File: src/rtl/sqrt_pkg.sv
// Shared types and sizing helpers for the iterative integer square-root unit.
package sqrt_pkg;

  typedef enum logic [1:0] {IDLE, CALC, DONE} state_t;

  function automatic int q_width(input int width);
    return (width + 1) / 2;
  endfunction

  function automatic int iter_count(input int qw, input int rpc);
    return (qw + rpc - 1) / rpc;
  endfunction

endpackage

File: src/rtl/sqrt_step.sv
// One restoring digit step: brings down a radical bit pair and resolves one root bit.
module sqrt_step #(
  parameter int Q_W = 8
) (
  input  logic [Q_W-1:0] root_in,
  input  logic [Q_W+1:0] rem_in,
  input  logic [1:0]     pair_in,
  input  logic           enable,
  output logic [Q_W-1:0] root_out,
  output logic [Q_W+1:0] rem_out
);

  logic [Q_W+1:0] rem_sh;
  logic [Q_W+1:0] trial;
  logic           ge;

  // Partial remainder never exceeds 2*root, so the shifted-out MSBs are always zero.
  always_comb begin
    rem_sh   = (rem_in << 2) | {{Q_W{1'b0}}, pair_in};
    trial    = {root_in, 2'b01};
    ge       = (rem_sh >= trial);
    root_out = root_in;
    rem_out  = rem_in;
    if (enable) begin
      root_out = (root_in << 1) | Q_W'(ge);
      rem_out  = ge ? (rem_sh - trial) : rem_sh;
    end
  end

endmodule

File: src/rtl/sqrt_iter.sv
// Iterative floor/round square root with valid/ready on both sides.
// ROOTS_PER_CYCLE chained digit steps run per clock in the CALC state.
module sqrt_iter
  import sqrt_pkg::*;
#(
  parameter int WIDTH           = 16,
  parameter int ROOTS_PER_CYCLE = 1,
  localparam int Q_W            = q_width(WIDTH),
  localparam int ITER           = iter_count(Q_W, ROOTS_PER_CYCLE)
) (
  input  logic             clk,
  input  logic             rst,
  input  logic             in_valid,
  output logic             in_ready,
  input  logic [WIDTH-1:0] in_radical,
  input  logic             in_round,
  output logic             out_valid,
  input  logic             out_ready,
  output logic [Q_W-1:0]   out_q,
  output logic [Q_W:0]     out_rem,
  output logic             out_sat
);

  localparam int CNT_W = (ITER > 1) ? $clog2(ITER) : 1;

  state_t             state_q, state_d;
  logic [2*Q_W-1:0]   opnd_q;
  logic [Q_W-1:0]     root_q;
  logic [Q_W+1:0]     rem_q;
  logic [CNT_W-1:0]   cnt_q;
  logic               rnd_q;
  logic               last;
  logic               accept;

  logic [ROOTS_PER_CYCLE:0][Q_W-1:0] root_ch;
  logic [ROOTS_PER_CYCLE:0][Q_W+1:0] rem_ch;

  assign root_ch[0] = root_q;
  assign rem_ch[0]  = rem_q;

  // Steps past the last root bit pass through when Q_W is not a multiple of ROOTS_PER_CYCLE.
  for (genvar i = 0; i < ROOTS_PER_CYCLE; i++) begin : g_step
    sqrt_step #(.Q_W(Q_W)) u_step (
      .root_in  (root_ch[i]),
      .rem_in   (rem_ch[i]),
      .pair_in  (opnd_q[2*Q_W-1-2*i -: 2]),
      .enable   ((int'(cnt_q) * ROOTS_PER_CYCLE + i) < Q_W),
      .root_out (root_ch[i+1]),
      .rem_out  (rem_ch[i+1])
    );
  end

  logic [Q_W-1:0] root_fin;
  logic [Q_W+1:0] rem_fin;
  logic           round_up;
  logic           root_max;

  assign root_fin = root_ch[ROOTS_PER_CYCLE];
  assign rem_fin  = rem_ch[ROOTS_PER_CYCLE];
  // rem > q is exactly round-half-up since (q+0.5)^2 = q^2 + q + 0.25.
  assign round_up = rnd_q && (rem_fin > {2'b00, root_fin});
  assign root_max = &root_fin;
  assign last     = (cnt_q == CNT_W'(ITER - 1));
  assign accept   = in_valid && in_ready;

  always_ff @(posedge clk) begin
    if (rst) state_q <= IDLE;
    else     state_q <= state_d;
  end

  always_comb begin
    state_d   = state_q;
    in_ready  = 1'b0;
    out_valid = 1'b0;
    unique case (state_q)
      IDLE: begin
        in_ready = 1'b1;
        if (in_valid) state_d = CALC;
      end
      CALC: if (last) state_d = DONE;
      DONE: begin
        out_valid = 1'b1;
        in_ready  = out_ready;
        if (out_ready) state_d = in_valid ? CALC : IDLE;
      end
      default: state_d = IDLE;
    endcase
  end

  always_ff @(posedge clk) begin
    if (rst) begin
      opnd_q  <= '0;
      root_q  <= '0;
      rem_q   <= '0;
      cnt_q   <= '0;
      rnd_q   <= 1'b0;
      out_q   <= '0;
      out_rem <= '0;
      out_sat <= 1'b0;
    end else if (accept) begin
      opnd_q <= (2*Q_W)'(in_radical);
      rnd_q  <= in_round;
      root_q <= '0;
      rem_q  <= '0;
      cnt_q  <= '0;
    end else if (state_q == CALC) begin
      opnd_q <= opnd_q << (2*ROOTS_PER_CYCLE);
      root_q <= root_fin;
      rem_q  <= rem_fin;
      cnt_q  <= cnt_q + 1'b1;
      if (last) begin
        out_q   <= (round_up && !root_max) ? root_fin + 1'b1 : root_fin;
        out_rem <= rem_fin[Q_W:0];
        out_sat <= round_up && root_max;
      end
    end
  end

endmodule

File: config.mk
export PLATFORM = sky130hd
export DESIGN_NAME = sqrt_iter
export DESIGN_NICKNAME = d
export VERILOG_FILES = /design/src/rtl/sqrt_pkg.sv /design/src/rtl/sqrt_step.sv /design/src/rtl/sqrt_iter.sv
export SDC_FILE = /design/constraint.sdc
export NUM_CORES = 1
export LEC_CHECK = 0
export BUFFER_PORTS_ARGS = -buffer_cell sky130_fd_sc_hd__buf_2
export CORE_MARGIN = 2
export CORE_UTILIZATION = 35
export DETAILED_ROUTE_END_ITERATION = 16
export SYNTH_ARGS = -nofsm -noshare
export SYNTH_HDL_FRONTEND = slang
export SYNTH_SLANG_ARGS = --single-unit
File: constraint.sdc
create_clock -name clk -period 4.6 [get_ports clk]
set_input_delay 0.23 -clock clk [delete_from_list [all_inputs] [get_ports clk]]
set_output_delay 0.23 -clock clk [all_outputs]
set_load 0.02 [all_outputs]
# == Word level (Yosys, flattened, before mapping) ==
# Index checks and enable logic that the tools add are counted.
# classes
n_addsub,3
n_lt_le_gt_ge,3
n_eq_ne,6
n_mux,13
n_bitwise,3
n_reduce_logical,11
# ops
op,n
two-way mux 16 bit,2
two-way mux 10 bit,2
two-way mux 8 bit,2
greater-or-equal comparator 10 bit,1
greater-than comparator 10 x 8 -> 1 bit,1
OR 10 x 2 -> 10 bit,1
subtractor 10 bit,1
adder 8 x 1 -> 8 bit (second input constant),1
OR 8 x 1 -> 8 bit,1
AND reduction 8 bit,1
two-way mux 2 bit,3
inequality test 2 bit (second input constant),3
one-hot mux 2 bit (3 select lines),1
AND reduction 3 bit,2
logical AND 1 bit,4
< comparator 3 x 4 -> 1 bit (second input constant),1
adder 3 x 1 -> 3 bit (second input constant),1
equality test 3 bit (second input constant),1
equality test 2 x 1 -> 1 bit (second input constant),1
equality test 2 bit (second input constant),1
zero test 2 bit,1
two-way mux 1 bit,2
one-hot mux 1 bit (2 select lines),1
nonzero test 2 bit,1
3 further kinds,3
# word_totals
ff_bits,58
in_bits,21

# == Depth between registers and ports, before layout ==
# Gate-level depths: netlist of the first run.
# depth
ltp_word,8
mapped_depth,20

# == Modules after synthesis ==
# Synthesis of the first run repeated with hierarchy kept, for this count alone.
# unflattened
hier_cells,469
hier_area_um2,3489.6
# modules_own_cells
mod,instances,cells_per_inst,area_each_um2,seq_area_each_um2
sqrt_iter,1,331,2593.7,1161.1
sqrt_step,1,138,895.9,0.0

# == Worst setup path before layout of the first run ==
# Ideal clock, no wire load.
# synth_path
path_kind,register to register
start,reg root_q[3]
end,reg out_q[2]
setup_ps,88
arrival_ps,3936
setup_slack_ps,575
stages_incl_launch_ff,20
period_less_slack_ps,4025
path_cell_list,dfxtp_1 inv_1 ha_1 a21oi_1 nand2_1 o21ai_1 and2b_1 buf_1 nor2_1 a21oi_1 inv_1 ha_1 nand4_1 or4_1 mux2i_1 nor2_1 a22o_1 buf_6 a31o_1 a311oi_2
# synth_via
elab_chain_cells,7
# synth_rtl
item,line,text
"start, declared",sqrt_iter.sv:28,logic [Q_W-1:0] root_q;
"start signal, assigned",sqrt_iter.sv:108,root_q <= root_fin;
greater-or-equal comparator 10 bit,sqrt_step.sv:21,ge = (rem_sh >= trial);
two-way mux 10 bit,sqrt_step.sv:26,rem_out = ge ? (rem_sh - trial) : rem_sh;
two-way mux 10 bit,sqrt_step.sv:24,if (enable) begin
named net g_step[0].u_step.rem_out[4],sqrt_step.sv:10,output logic [Q_W+1:0] rem_out
greater-than comparator 10 x 8 -> 1 bit,sqrt_iter.sv:61,"assign round_up = rnd_q && (rem_fin > {2'b00, root_fin});"
logical AND 1 bit,sqrt_iter.sv:61,
logical AND 1 bit,sqrt_iter.sv:112,out_q <= (round_up && !root_max) ? root_fin + 1'b1 : root_fin;
two-way mux 8 bit,sqrt_iter.sv:112,
"end signal, assigned",sqrt_iter.sv:112,
"end, declared",sqrt_iter.sv:19,"output logic [Q_W-1:0] out_q,"
# The timed path passes the listed nets, and every way through them passes these cells.
# A chain may end at the register's enable or synchronous reset.

# == Worst setup path after layout of the first run ==
# layout_path
start,reg root_q[2]
end,reg out_q[2]
# layout_via
elab_chain_cells,7
# layout_rtl
item,line
subtractor 10 bit or greater-or-equal comparator 10 bit (tied branches),"sqrt_step.sv:26, sqrt_step.sv:21"
two-way mux 10 bit (*),sqrt_step.sv:26
two-way mux 10 bit (*),sqrt_step.sv:24
named net g_step[0].u_step.rem_out[4],sqrt_step.sv:10
greater-than comparator 10 x 8 -> 1 bit (*),sqrt_iter.sv:61
logical AND 1 bit (*),sqrt_iter.sv:61
logical AND 1 bit (*),sqrt_iter.sv:112
two-way mux 8 bit (*),sqrt_iter.sv:112
# Mark *: on every way through the listed nets, which the timed path passes. The rest lies on a longest branch.

==> results.txt, run 1 <==
For the clock latency of the later-clocked register in the worst-skew pair, the log shows 320 ps. The transition time at the pin with the least slew margin came out at 982 ps. Summing the areas of all compound-gate instances in the mapped netlist gives 22.8% of the synthesized area.

Yosys mapped a number of flops with a built-in enable equal to 0. Counting flops and latches in the post-synthesis netlist gives 56. For the clock buffer count from CTS, the log shows 5. The logs give 887 for the number of fillers in the final layout and 0 for the initial antenna violation count. Cells with a size suffix above 1 make up 17.8% of the layout. Sequential elements use 36.4% of the synthesized area.

The count of standard-cell rows is 34, and the maximum vdd ir drop is 0.149 mV. The first global-routing pass estimated 13.2 mm of wire. Of the total synthesized cell area, the portion taken by full adders, half adders and majority gates is 8.52%. After synthesis the cells add up to 3080 um2. The startpoint identified for the worst register-to-register timing path is root_q[2]. The xor-xnor portion of the synthesized cell area came out at 3.13%. The H-tree generated during clock tree synthesis spans 2 levels. The tools report the via count of the first global-routing pass as 2579. The worst setup path is of the flop to flop kind. After synthesis, the largest family of logic cells by area is compound AO/OA/AOI/OAI gates.

The number of different library cells in the post-synthesis netlist is 51. After detailed routing, the total wire length is 8.01 mm. After technology mapping, the gate count stands at 391. Sum of overflow across all layers after global routing: 0. The number of port buffers was 40. The most common cell in the synthesized netlist is nand2_1. The run gives 0 as the number of diodes. The area enclosed by the die boundary came out at 9580 um2.

The kind of path behind the tightest hold check was input pin to flop. Setup fix buffers added after clock tree synthesis: 0. The share of the clock period used by the worst path was 92.6%. The multi-input combinational cells in the finished layout cover a total of 1830 um2. The area growth from synthesis to layout came out at 15.1%. Power spread over the standard cell area amounts to 375 nW/um2. The weighted congestion at the end of routability-driven global placement is 0.922, and the final core utilization is 41.1%.

The first routing iteration left 123 violations. In the synthesized netlist, mux cells make up 1.62% of the area. For hold timing, the worst endpoint is opnd_q[1]. The analysis attributes to cell leakage a power of 0.00141 uW. In this run the remaining antenna-violating nets after routing total 0. After synthesis, the largest area contributor takes up 36.4% of total cell area. The y dimension of the die is 97.9 um, and the number of synthesis warnings is 0.

No sink is reached through more buffers than the 2 on the longest clock path. The maximum number of pins on one net before global-route repair was 42. In the routed design, unresolved DRC markers number 0.

TritonCTS built the clock tree. The internal reg-to-reg setup slack was 340 ps; the post-CTS resize count was 0. Before antenna repair, the detailed router went through 4 iterations.

The logic depth of the worst register-to-register path works out to 18. Setup slack on the critical path of the routed design comes to 343 ps. The worst pin sits at a relative slew slack of 34.6%.

In the synthesized netlist, the cells that appear most often are 71 x nand2_1, 56 x dfxtp_1, 54 x nor2_1. Clock-pin slew was measured on the worst setup and hold paths at 100 ps. The logs give 0 for the final hold violation count and 2788 for the detailed-route via count. Among all flip-flop cells after synthesis, the most frequent one is dfxtp_1.

The largest area contributor in the netlist is dfxtp_1. Counting I/O delays and the setup requirement, the final critical path takes 4260 ps. Max-cap violations in this run came to 0. Summing all flip-flop and latch instances after layout gives 1120 um2. The CTS root buffer was clkbuf_8. The hold buffer count at cts is 0.

The type of element capturing the critical path was a flop. In the post-synthesis netlist, the biggest area contributors are dfxtp_1 36%, nand2_1 8.6%, ha_1 8.5%. The tree built by TritonCTS fans out to 56 sinks.

In the global route stage, overall resource usage came out at 16.7%. The number of cells on the worst hold path was 3. In the synthesized netlist the async set-or-reset flop fraction comes to 0%. Summed over all nets, the half-perimeter wirelength after detailed placement is 5.83 mm. The max-slew violation count is 0. After the last flow step, the layout net total stands at 468. The worst setup timing slack at the placement stage is 121 ps, and the core outline area is 8640 um2. The mean instance size in the synthesized netlist is 7.88 um2, and the number of I/O pins is 41. The maximum clock skew at final layout was 11.8 ps; the area fraction in and, or, nand and nor cells after synthesis was 22.3%. The highest fanout seen on the critical path works out to 12. The worst register-to-register path ends at out_q[2]. The vias per cell is 5.21, and the data arrival at the endpoint of the critical path is 4480 ps. The tools report the peak clock frequency supported by timing as 235 MHz. The kind of start point of the critical path is a flop. Counting every net in the synthesized netlist gives 433. The floorplan step set the die width to 97.9 um. In the final timing run, aggregate negative setup slack is 0 ps. Once the floorplan was initialized, standard cells occupied 35.7% of the core. For the worst setup path, the data required time is 4820 ps. The routed wire length per instance is 15.0 um. Setup violations remaining at the end of the flow were counted as 0. The run finished with clean final reports. The hold path startpoint is in_radical[1].
logic make-up (layout without fill, tap and decap cells):
| family | Yosys count | in the layout |
|---|---|---|
| compound gates | 97 | 97 |
| xor+xnor | 11 | 11 |
| fa+ha+maj | 21 | 21 |
| flops | 56 | 56 |
| buf+inv | 41 | 77 |
| mux | 5 | 5 |
| simple gates | 160 | 160 |
worst max path at each step:
stage,start,endpoint,slack [ps],cells past startpoint
2_1_floorplan,root_q[3],out_q[2],580,19
3_3_place_gp,root_q[1],out_q[0],270,17
3_5_place_dp,root_q[6],out_q[0],120,17
6_report,root_q[2],out_q[2],340,18
4_1_cts,root_q[6],out_q[0],90,17
5_1_grt,root_q[1],out_q[2],-30,17
stage by stage:
stage | cell area [um2] | cells | total power (uW) | hold slack, ps
after detailed placement | 3400 | 527 | 983 | 443
after floorplan | 3080 | 391 | 851 | 366
final | 3550 | 535 | 1330 | 147
after global placement | 3400 | 527 | 985 | 441
after CTS | 3510 | 535 | 1320 | 137
after global routing | 3550 | 535 | 1420 | 145
flip-flops by register name (all words and copies together) (netlist names):
signal and count:
rem_q 8, state_q 2, out_q 8, out_rem 9, out_sat 1, rnd_q 1, cnt_q 3, root_q 8
opnd_q 16
critical path: stages, from the launching register on:
cell,delay (ps)
dfxtp_1,420
inv_1,130
ha_1,380
o21a_1,200
o211a_1,210
o21ai_2,80
and2b_1,180
buf_4,210
nor2_1,70
a21oi_1,220
inv_1,80
ha_1,290
nand4_1,130
or4_1,490
mux2i_1,150
nor2_1,100
a22o_2,360
a31o_1,250
a311oi_2,240
placed cells by master (no fill, tap or decap), types with 2 or more instances in the layout:
cell | netlist | final
a211oi_1 | 15 | 15
a21o_1 | 2 | 2
a21oi_1 | 33 | 31
a21oi_2 | 0 | 2
a311oi_1 | 15 | 15
a311oi_2 | 3 | 3
a31oi_1 | 2 | 2
and2_1 | 3 | 3
and3_1 | 3 | 3
buf_2 | 0 | 40
buf_4 | 0 | 9
clkbuf_8 | 0 | 5
dfxtp_1 | 56 | 54
dfxtp_2 | 0 | 2
ha_1 | 21 | 21
inv_1 | 19 | 19
mux2i_1 | 5 | 4
nand2_1 | 71 | 71
nand2b_1 | 4 | 4
nand3_1 | 10 | 10
nand4_1 | 3 | 3
nor2_1 | 54 | 53
nor2b_1 | 2 | 2
nor3_1 | 3 | 3
o211ai_1 | 3 | 3
o21a_1 | 2 | 2
o21ai_0 | 3 | 3
o21ai_1 | 4 | 3
xnor2_1 | 6 | 6
xor2_1 | 5 | 5
power by group:
part	switching (uW)	internal (uW)	total, uW
clock	171	165	336
combinational	279	192	471
sequential	17.5	505	522
total	468	862	1330
metal layers:
| layer | part of all wire (%) | vias to the layer above | global-route usage (%) |
|---|---|---|---|
| li1 | - | 1440 | - |
| met1 | 50 | 1279 | 24.1 |
| met2 | 44 | 56 | 25.7 |
| met3 | 3.7 | 13 | 2.08 |
| met4 | 2.2 | 0 | 6.20 |
| met5 | 0 | - | 0 |
final cells by class:
class / count / area share, %
multi-input cells: 294 / 51.7
flip-flops and latches: 56 / 31.7
repair buffers: 49 / 7.55
well taps: 108 / 3.81
inverters: 20 / 2.12
clock buffers: 6 / 2.05
clock inverters: 2 / 1.09
(Power assumes the default switching activity.)
==> run 2, diff against run 1 <==
--- a/config.mk
+++ b/config.mk
@@ -7,7 +7,7 @@
 export LEC_CHECK = 0
 export BUFFER_PORTS_ARGS = -buffer_cell sky130_fd_sc_hd__buf_2
 export CORE_MARGIN = 2
-export CORE_UTILIZATION = 35
+export CORE_UTILIZATION = 40
 export DETAILED_ROUTE_END_ITERATION = 16
 export SYNTH_ARGS = -nofsm -noshare
 export SYNTH_HDL_FRONTEND = slang
==> run 2 against run 1 <==
  * Total power down 4.2%
  * Critical path depth is 1 lower
  * Clock power down 19%
  * Routed wire length decreased by 6.0%
  * Sequential share of layout area is 0.25 points higher
  * Setup slack worse by 72 ps
  * Sequential cell count unchanged
==> results.txt, run 2 (same netlist as run 1, synthesis figures left out) <==
The run finished with clean final reports. For this design, the slowest cell found on the critical path is or4_1. On the critical path the largest part of the delay comes from compound AO/OA/AOI/OAI gates. The initial antenna violation count is 0 (unchanged). The flip-flop count of the largest register after layout was 16 (unchanged); the area growth from synthesis to layout was 14.3%.

The logs give 8430 um2 (-12%) for the area enclosed by the die boundary and 5.32 mm (-8.7%) for the post-DP HPWL. The required time of the critical path was 4820 ps (about the same). The worst setup timing slack at the placement stage is 83.0 ps (-37.6 ps), and the first-pass iteration count of the detailed router is 5 (+1).

The number of fillers in the final layout is 769 (-13%), and the y dimension of the die is 91.8 um (-6.2%). The logs give 0 (unchanged) for the post-detailed-route count of antenna-violating nets and 470 (+0.43%) for the number of nets in the layout. The count of standard-cell rows was 32 (-5.9%). The tools report the deepest clock path buffer count as 2 (unchanged).

The width of the chip was 91.8 um (-6.2%); the minimum setup slack in the final design was 271 ps (-71.8 ps). The critical path's largest stage delay is 500 ps (about the same), and the data arrival at the endpoint of the critical path is 4550 ps (+70 ps). The run gives 16.6 ps (+4.75 ps) as the maximum clock skew at final layout.

The time the final worst path needs with I/O delays and setup was 4330 ps (+71.8 ps). The largest registers in the layout are opnd_q x16, out_rem x9. The count of clock tree sinks was 56 (unchanged). The largest register by flop count was opnd_q. The sum of overflow across all layers after global routing is 0 (unchanged). The kind of path behind the tightest hold check was input pin to flop. The number of diodes was 0 (unchanged). The overall fraction of global-route tracks in use was 18.2% (+1.5 points); the power dissipated by switching net loads was 456 uW (-2.4%). The via count of the first global-routing pass was 2648 (+2.7%); the fraction of final layout cells sized beyond drive strength 1 was 18.6% (+0.85 points). The highest fanout seen on the critical path was 11 (-1); the transition time at the pin with the least slew margin was 986 ps (+4.54 ps).

The run gives 2 (unchanged) as the H-tree depth. Final core utilization: 46.3% (+5.2 points). The share of the clock period used by the worst path came out at 94.1% (+1.6 points). TritonCTS built the clock tree. The start-to-end type of the worst setup path is flop to flop.

The vias per cell was 5.33 (+2.2%); the peak clock frequency supported by timing was 231 MHz (-1.7%). The tools report the type of element capturing the critical path as a flop. For the maximum vdd ir drop, the log shows 0.139 mV (-6.6%). The buffers plus inverters on the worst setup path is 3 (unchanged), and the remaining max-slew budget at the tightest pin is 34.1% (-0.46 points). The routed wire length per instance is 14.2 um (-5.3%). In the layout the commonest cells are 71 x nand2_1, 53 x nor2_1, 53 x dfxtp_1.

The total of max-cap violations was 0 (unchanged). Weighted congestion at the end of routability-driven global placement: 0.923 (+0.14%). The tools report the leakage component of the power as 0.00140 uW (-0.38%).

In this run the critical register-to-register path is launched from root_q[4]. The run gives 0 (unchanged) as the final hold violation count. For the count of routing violations after the opening detailed-route iteration, the log shows 174 (+41%). Residual DRC count: 0 (unchanged). Launching element of the worst setup path: root_q[4]. The logs give 818 uW (-5.1%) for the internal power and 40.5% (+4.8 points) for the starting utilization of the core area. The tools report the core outline area as 7610 um2 (-12%). The most common cell after layout, fill and taps aside is nand2_1.

The run gives 37.8% (+2.4 points) as the combinational power share. For the clock latency of the later-clocked register in the worst-skew pair, the log shows 310 ps (about the same). The logs give 21.3% (-4.0 points) for the part of the total power dissipated in the clock network and 0 (unchanged) for the hold buffer count at cts. Traced cell by cell, the critical path runs through inv_1, ha_1, and3_1, o211a_1, o21ai_1, and2b_2, buf_4, a21oi_1, inv_1, ha_1, nand4_1, or4_1, mux2i_1, nor2_1, a22o_2, a31o_1, a311oi_2.

The detailed-route via count was 2828 (+1.4%). The number of port buffers came out at 40 (unchanged). The max-slew violation count was 0 (unchanged); the switching fraction of total power was 35.8% (+0.63 points). The clock-pin slew on the worst setup and hold paths is 110 ps (about the same). The hold path startpoint was in_round. CTS placed an instance of clkbuf_8 at the clock tree root. The global-route wire length before repair is 12.7 mm (-3.9%). The worst setup path is launched from a flop.

For the detailed-route wire length, the log shows 7.52 mm (-6.0%). The maximum number of pins on one net before global-route repair is 42 (unchanged), and the sequential fraction of design power is 40.9% (+1.6 points). The power density relative to cell area was 362 nW/um2 (-3.5%); the number of I/O pins was 41 (unchanged). Clock buffer count from CTS: 5 (unchanged). The final number of setup-violating endpoints was 0 (unchanged).
## run 2: changes by cell type in the layout (fill, tap and decap cells not counted), sizes merged
cell,before,now
clkbuf,6,5
bufinv,1,0
clkinv,0,1
buf,49,51
clkinvlp,0,1
## run 2: path summary, 6_finish.rpt
path	slack [ps]	end	cells past startpoint
max reg2reg	270	out_q[2]	17
min	150	rnd_q	3
min reg2reg	460	out_rem[1]	2
max	270	out_q[2]	17
## run 2: worst min-delay path, stage by stage
cell	delay (ps)
buf_2	100
nand2_1	50
a21oi_1	50
## run 2: stage by stage
stage	power, uW	hold WS, ps	area (um2)	cells	TNS, ps
floorplan	851	366	3080	391	0
global placement	976	437	3390	521	0
detailed placement	980	443	3390	521	0
CTS	1260	144	3480	529	0
global route	1360	155	3520	531	-22.0
finish	1270	152	3520	531	0
## run 2: cell type report
type	count	area, um2	area share [%]
Clock inverter	3	21.3	0.604
Inverter	20	75.1	2.13
Sequential cell	56	1120	31.9
Timing Repair Buffer	51	283	8.03
Multi-Input combinational cell	294	1820	51.7
Tap cell	102	128	3.62
Clock buffer	5	68.8	1.95
## run 2: repair_timing
action,4_1_cts,5_1_grt
endpoints found under the setup margin,0,9
resized for setup,0,10
setup buffers,0,2
## run 2: power by group through the flow
stage	Combinational (uW)	Clock, uW	Sequential, uW
3_3_place_gp	445	0	532
5_1_grt	534	299	525
6_report	481	272	521
2_1_floorplan	324	0	527
4_1_cts	455	282	521
3_5_place_dp	448	0	531
## run 2: metal layers
metal	GRT usage, %	wire length [um]	part of all wire (%)	up-vias
li1	-	-	-	1441
met2	28.9	3310	44	74
met1	25.7	3710	49	1300
met5	0	0	0	-
met3	2.96	378	5.0	13
met4	4.98	129	1.7	0
==> run 3, diff against run 2 <==
--- a/config.mk
+++ b/config.mk
@@ -6,9 +6,11 @@
 export NUM_CORES = 1
 export LEC_CHECK = 0
 export BUFFER_PORTS_ARGS = -buffer_cell sky130_fd_sc_hd__buf_2
+export CORE_ASPECT_RATIO = 0.6
 export CORE_MARGIN = 2
 export CORE_UTILIZATION = 40
 export DETAILED_ROUTE_END_ITERATION = 16
 export SYNTH_ARGS = -nofsm -noshare
 export SYNTH_HDL_FRONTEND = slang
+export SYNTH_HIERARCHICAL = 1
 export SYNTH_SLANG_ARGS = --single-unit
==> run 3 against run 2 <==
  * Total power up 11%
  * Critical path depth fell by 4
  * Sequential cell count rose by 2
  * Largest power group is now clock
  * Highest routed layer unchanged
  * Sequential share of layout area shrank 2.4 points
  * Sequential power rose by 3%
  * First-iteration DRC count increased by 61%
  * Die area up 13%
==> results.txt, run 3 <==
The run finished with clean final reports. The max-slew violation count was 0 (unchanged); the detailed-route wire length was 9.41 mm (+25%). The transition time at the pin with the least slew margin came out at 972 ps (-13.8 ps).

The tools report the post-detailed-route count of antenna-violating nets as 0 (unchanged). The type of element capturing the critical path was a flop. STA classifies the critical path startpoint as a flop. The power density relative to cell area is 360 nW/um2 (-0.35%), and the number of enable-type register cells in the synthesized netlist is 0 (unchanged). The critical path's largest stage delay works out to 490 ps (about the same).

The run gives 878 (+14%) as the number of fillers in the final layout. The cell family contributing the most delay on the critical path was compound AO/OA/AOI/OAI gates. The run gives 6 (+6) as the number of synthesis warnings.

The number of port buffers is 40 (unchanged). The most used flip-flop cell after synthesis is dfxtp_1. Starting utilization of the core area: 41.1% (+0.57 points). The worst register-to-register path begins at root_q[6].

In this run the worst setup path terminates at out_q[2]. Number of I/O pins: 41 (unchanged). The share of Yosys cell area claimed by the top area cell type is 33.3% (-3.1 points), and the global-route wire length before repair is 15.7 mm (+24%).

The kind of path behind the tightest hold check was input pin to flop. The launching element of the worst setup path was root_q[6]. Overall fraction of global-route tracks in use: 20.8% (+2.6 points). The number of nets in the layout is 534 (+14%), and the deepest clock path buffer count is 2 (unchanged). For the remaining max-slew budget at the tightest pin, the log shows 35.0% (+0.92 points). The clock latency of the later-clocked register in the worst-skew pair is 330 ps (+20 ps). The endpoint identified for the worst register-to-register timing path is out_q[2]. The number of different library cells in the post-synthesis netlist came out at 64 (+25%). For the multi-input combinational cell area, the log shows 2090 um2 (+15%).

The count of routing violations after the opening detailed-route iteration is 280 (+61%). The final number of setup-violating endpoints came out at 0 (unchanged). Clock tree synthesis selected as its root buffer the cell clkbuf_16. The largest register by flop count was opnd_q. H-tree depth: 3 (+1). The first-pass iteration count of the detailed router is 5 (unchanged). The tools report the minimum setup slack in the final design as 627 ps (+356 ps). The count of standard-cell rows came out at 26 (-19%). Required time of the critical path: 4860 ps (+40 ps). The commonest cells after synthesis are 108 x nand2_1, 58 x dfxtp_1, 44 x a21oi_1. The flip-flop and latch count after synthesis is 58 (+3.6%). The maximum vdd ir drop was 0.213 mV (+53%); the time the final worst path needs with I/O delays and setup was 3970 ps (-356 ps). The leakage component of the power was 0.00150 uW (+7.1%); the number of diodes was 0 (unchanged). The run gives 58 (+3.6%) as the count of clock tree sinks. The tools report the area enclosed by the die boundary as 9510 um2 (+13%). The width of the chip came out at 125 um (+36%).

The fraction of final layout cells sized beyond drive strength 1 came out at 13.6% (-5.1 points). For the share of synthesized area occupied by flip-flops and latches, the log shows 33.3% (-3.1 points). The highest fanout seen on the critical path is 12 (+1), and the total negative slack is 0 ps (unchanged).

For the wire length on met2, the log shows 3.68 mm (+11%). The tools report the clock buffer count from CTS as 9 (+4). The start-to-end type of the worst setup path was flop to flop. For the final hold violation count, the log shows 0 (unchanged). The clock-pin slew on the worst setup and hold paths was 50 ps (-60 ps). The run gives 2989 (+13%) as the via count of the first global-routing pass. In the final layout, the registers with the most flip-flops are opnd_q x16, rem_q x10, out_rem x9. The startpoint identified for the worst hold timing path is in_round. The share of the clock period used by the worst path was 86.4% (-7.7 points); the buffers plus inverters on the worst setup path was 1 (-2). For the post-layout instance count excluding filler cells, the log shows 606 (+14%).

The run gives 531 um (+40%) as the total met3 wirelength after detailed routing. The run gives 3490 um2 (+13%) as the cell area after synthesis. The weighted congestion at the end of routability-driven global placement is 0.877 (-5.0%), and the register cell area after layout is 1160 um2 (+3.2%). Internal reg-to-reg setup slack: 630 ps (+360 ps).

The top cell types in the final layout, fill and taps aside, are 108 x nand2_1, 58 x dfxtp_1, 44 x a21oi_1. The biggest area contributor in the post-synthesis netlist is dfxtp_1. TritonCTS built the clock tree. The number of standard cells after synthesis was 469 (+20%); the post-CTS resize count was 0 (unchanged). The y dimension of the die works out to 76.4 um (-17%).

Leaving out fill and tap cells, the most frequent cell in the layout is nand2_1. The tools report the initial antenna violation count as 0 (unchanged). The flip-flop count of the largest register after layout is 16 (unchanged).

The tools report the power after layout as 1410 uW (+11%). The logs give 8490 um2 (+12%) for the core outline area and 46.3% (-0.059 points) for the final core utilization. From synthesis to final layout, the design area changed by 12.5%. The vias per cell is 5.54 (+4.0%).

On the critical path, the stage with the largest delay is an instance of nor3_2. The routed metal-1 wire length came out at 5.11 mm (+38%). The mean instance size in the synthesized netlist was 7.44 um2 (-5.6%); the data arrival at the endpoint of the critical path was 4230 ps (-320 ps). By area the synthesized netlist is led by dfxtp_1 33%, nand2_1 12%, ha_1 7.5%. Walking the worst path, the cells encountered are inv_1, ha_1, nand4_1, nor3_2, o21ai_0, a31oi_1, ha_1, nand4_1, o21bai_1, a31oi_2, o211ai_2, or3_2, a31oi_1. The total of max-cap violations came out at 0 (unchanged).

Post-DP HPWL: 6.72 mm (+26%). The sum of overflow across all layers after global routing came out at 0 (unchanged). In this run the top signal layer used is met4. The maximum clock skew at final layout was 7.38 ps (-9.17 ps); the routed wire length per instance was 15.5 um (+9.5%).

For the maximum number of pins on one net before global-route repair, the log shows 38 (-9.5%). Worst setup timing slack at the placement stage: 713 ps (+630 ps). Yosys instantiated no cell more often than nand2_1. The tools report the residual DRC count as 0 (unchanged).

The run gives 252 MHz (+9.0%) as the peak clock frequency supported by timing. The logic depth of the worst register-to-register path is 13 (-4). The run gives 0 (unchanged) as the hold buffer count at cts. The count of placed standard cells including taps came out at 593 (+14%).

The run gives 0 (unchanged) as the setup fix buffers added after clock tree synthesis. Number of stages on the worst setup path: 13 (-4). The async set-reset flop share out of synthesis works out to 0% (unchanged).

The tools report the detailed-route via count as 3357 (+19%). Setup repair after global routing left no endpoint under its margin.
-- run 3: cell types whose count changed in the layout (fill, tap and decap cells not counted), sizes merged, moves of 6 or more --
cell    change
a211oi     -14
a21oi      +13
a31oi       +8
buf        -11
clkbuf      +7
nand2      +37
nand3       +8
nor2       -25
nor2b       +6
o21ai      +21
-- run 3: cell families (layout without fill, tap and decap cells) --
family          after synthesis  count (layout)  share of synthesized area [%]
simple gates                194             194                           24.8
compound gates              133             133                           25.2
flops                        58              58                           33.3
buf+inv                      54              78                           6.99
fa+ha+maj                    21              21                           7.53
xor+xnor                      6               6                           1.51
mux                           2               2                          0.574
other cells                   1               2                          0.107
-- run 3: area by class of cell --
class	instances	share of cell area, %
repair buffers	40	5.10
clock inverters	1	0.127
inverters	25	2.39
flip-flops and latches	58	29.6
well taps	112	3.57
multi-input cells	358	53.2
clock buffers	12	6.02
-- run 3: per-stage QoR --
step / hold slack [ps] / area, um2
final: 149 / 3930
after global routing: 149 / 3930
after CTS: 145 / 3930
after detailed placement: 448 / 3690
after global placement: 441 / 3690
after floorplan: 366 / 3490
-- run 3: where the power goes --
part | internal, uW | switching (uW) | leakage [uW]
sequential | 522 | 14.1 | 0.000472
combinational | 115 | 204 | 0.000912
clock | 353 | 208 | 0.000118
total | 989 | 426 | 0.00150
-- run 3: metal layers --
layer	vias to the layer above	global-route usage, %
met5	-	0
met4	0	4.72
met3	8	6.25
met2	82	27.1
met1	1575	32.7
li1	1692	-
-- run 3: worst min-delay path by stage --
stage / to / cells after the start
floorplan: rnd_q / 2
global placement: out_rem[7] / 2
detailed placement: out_rem[7] / 2
CTS: rnd_q / 3
global route: rnd_q / 3
finish: rnd_q / 3
-- run 3: tightest hold or removal path: stages --
cell	delay, ps
buf_2	90
nand2_1	50
a21oi_1	50
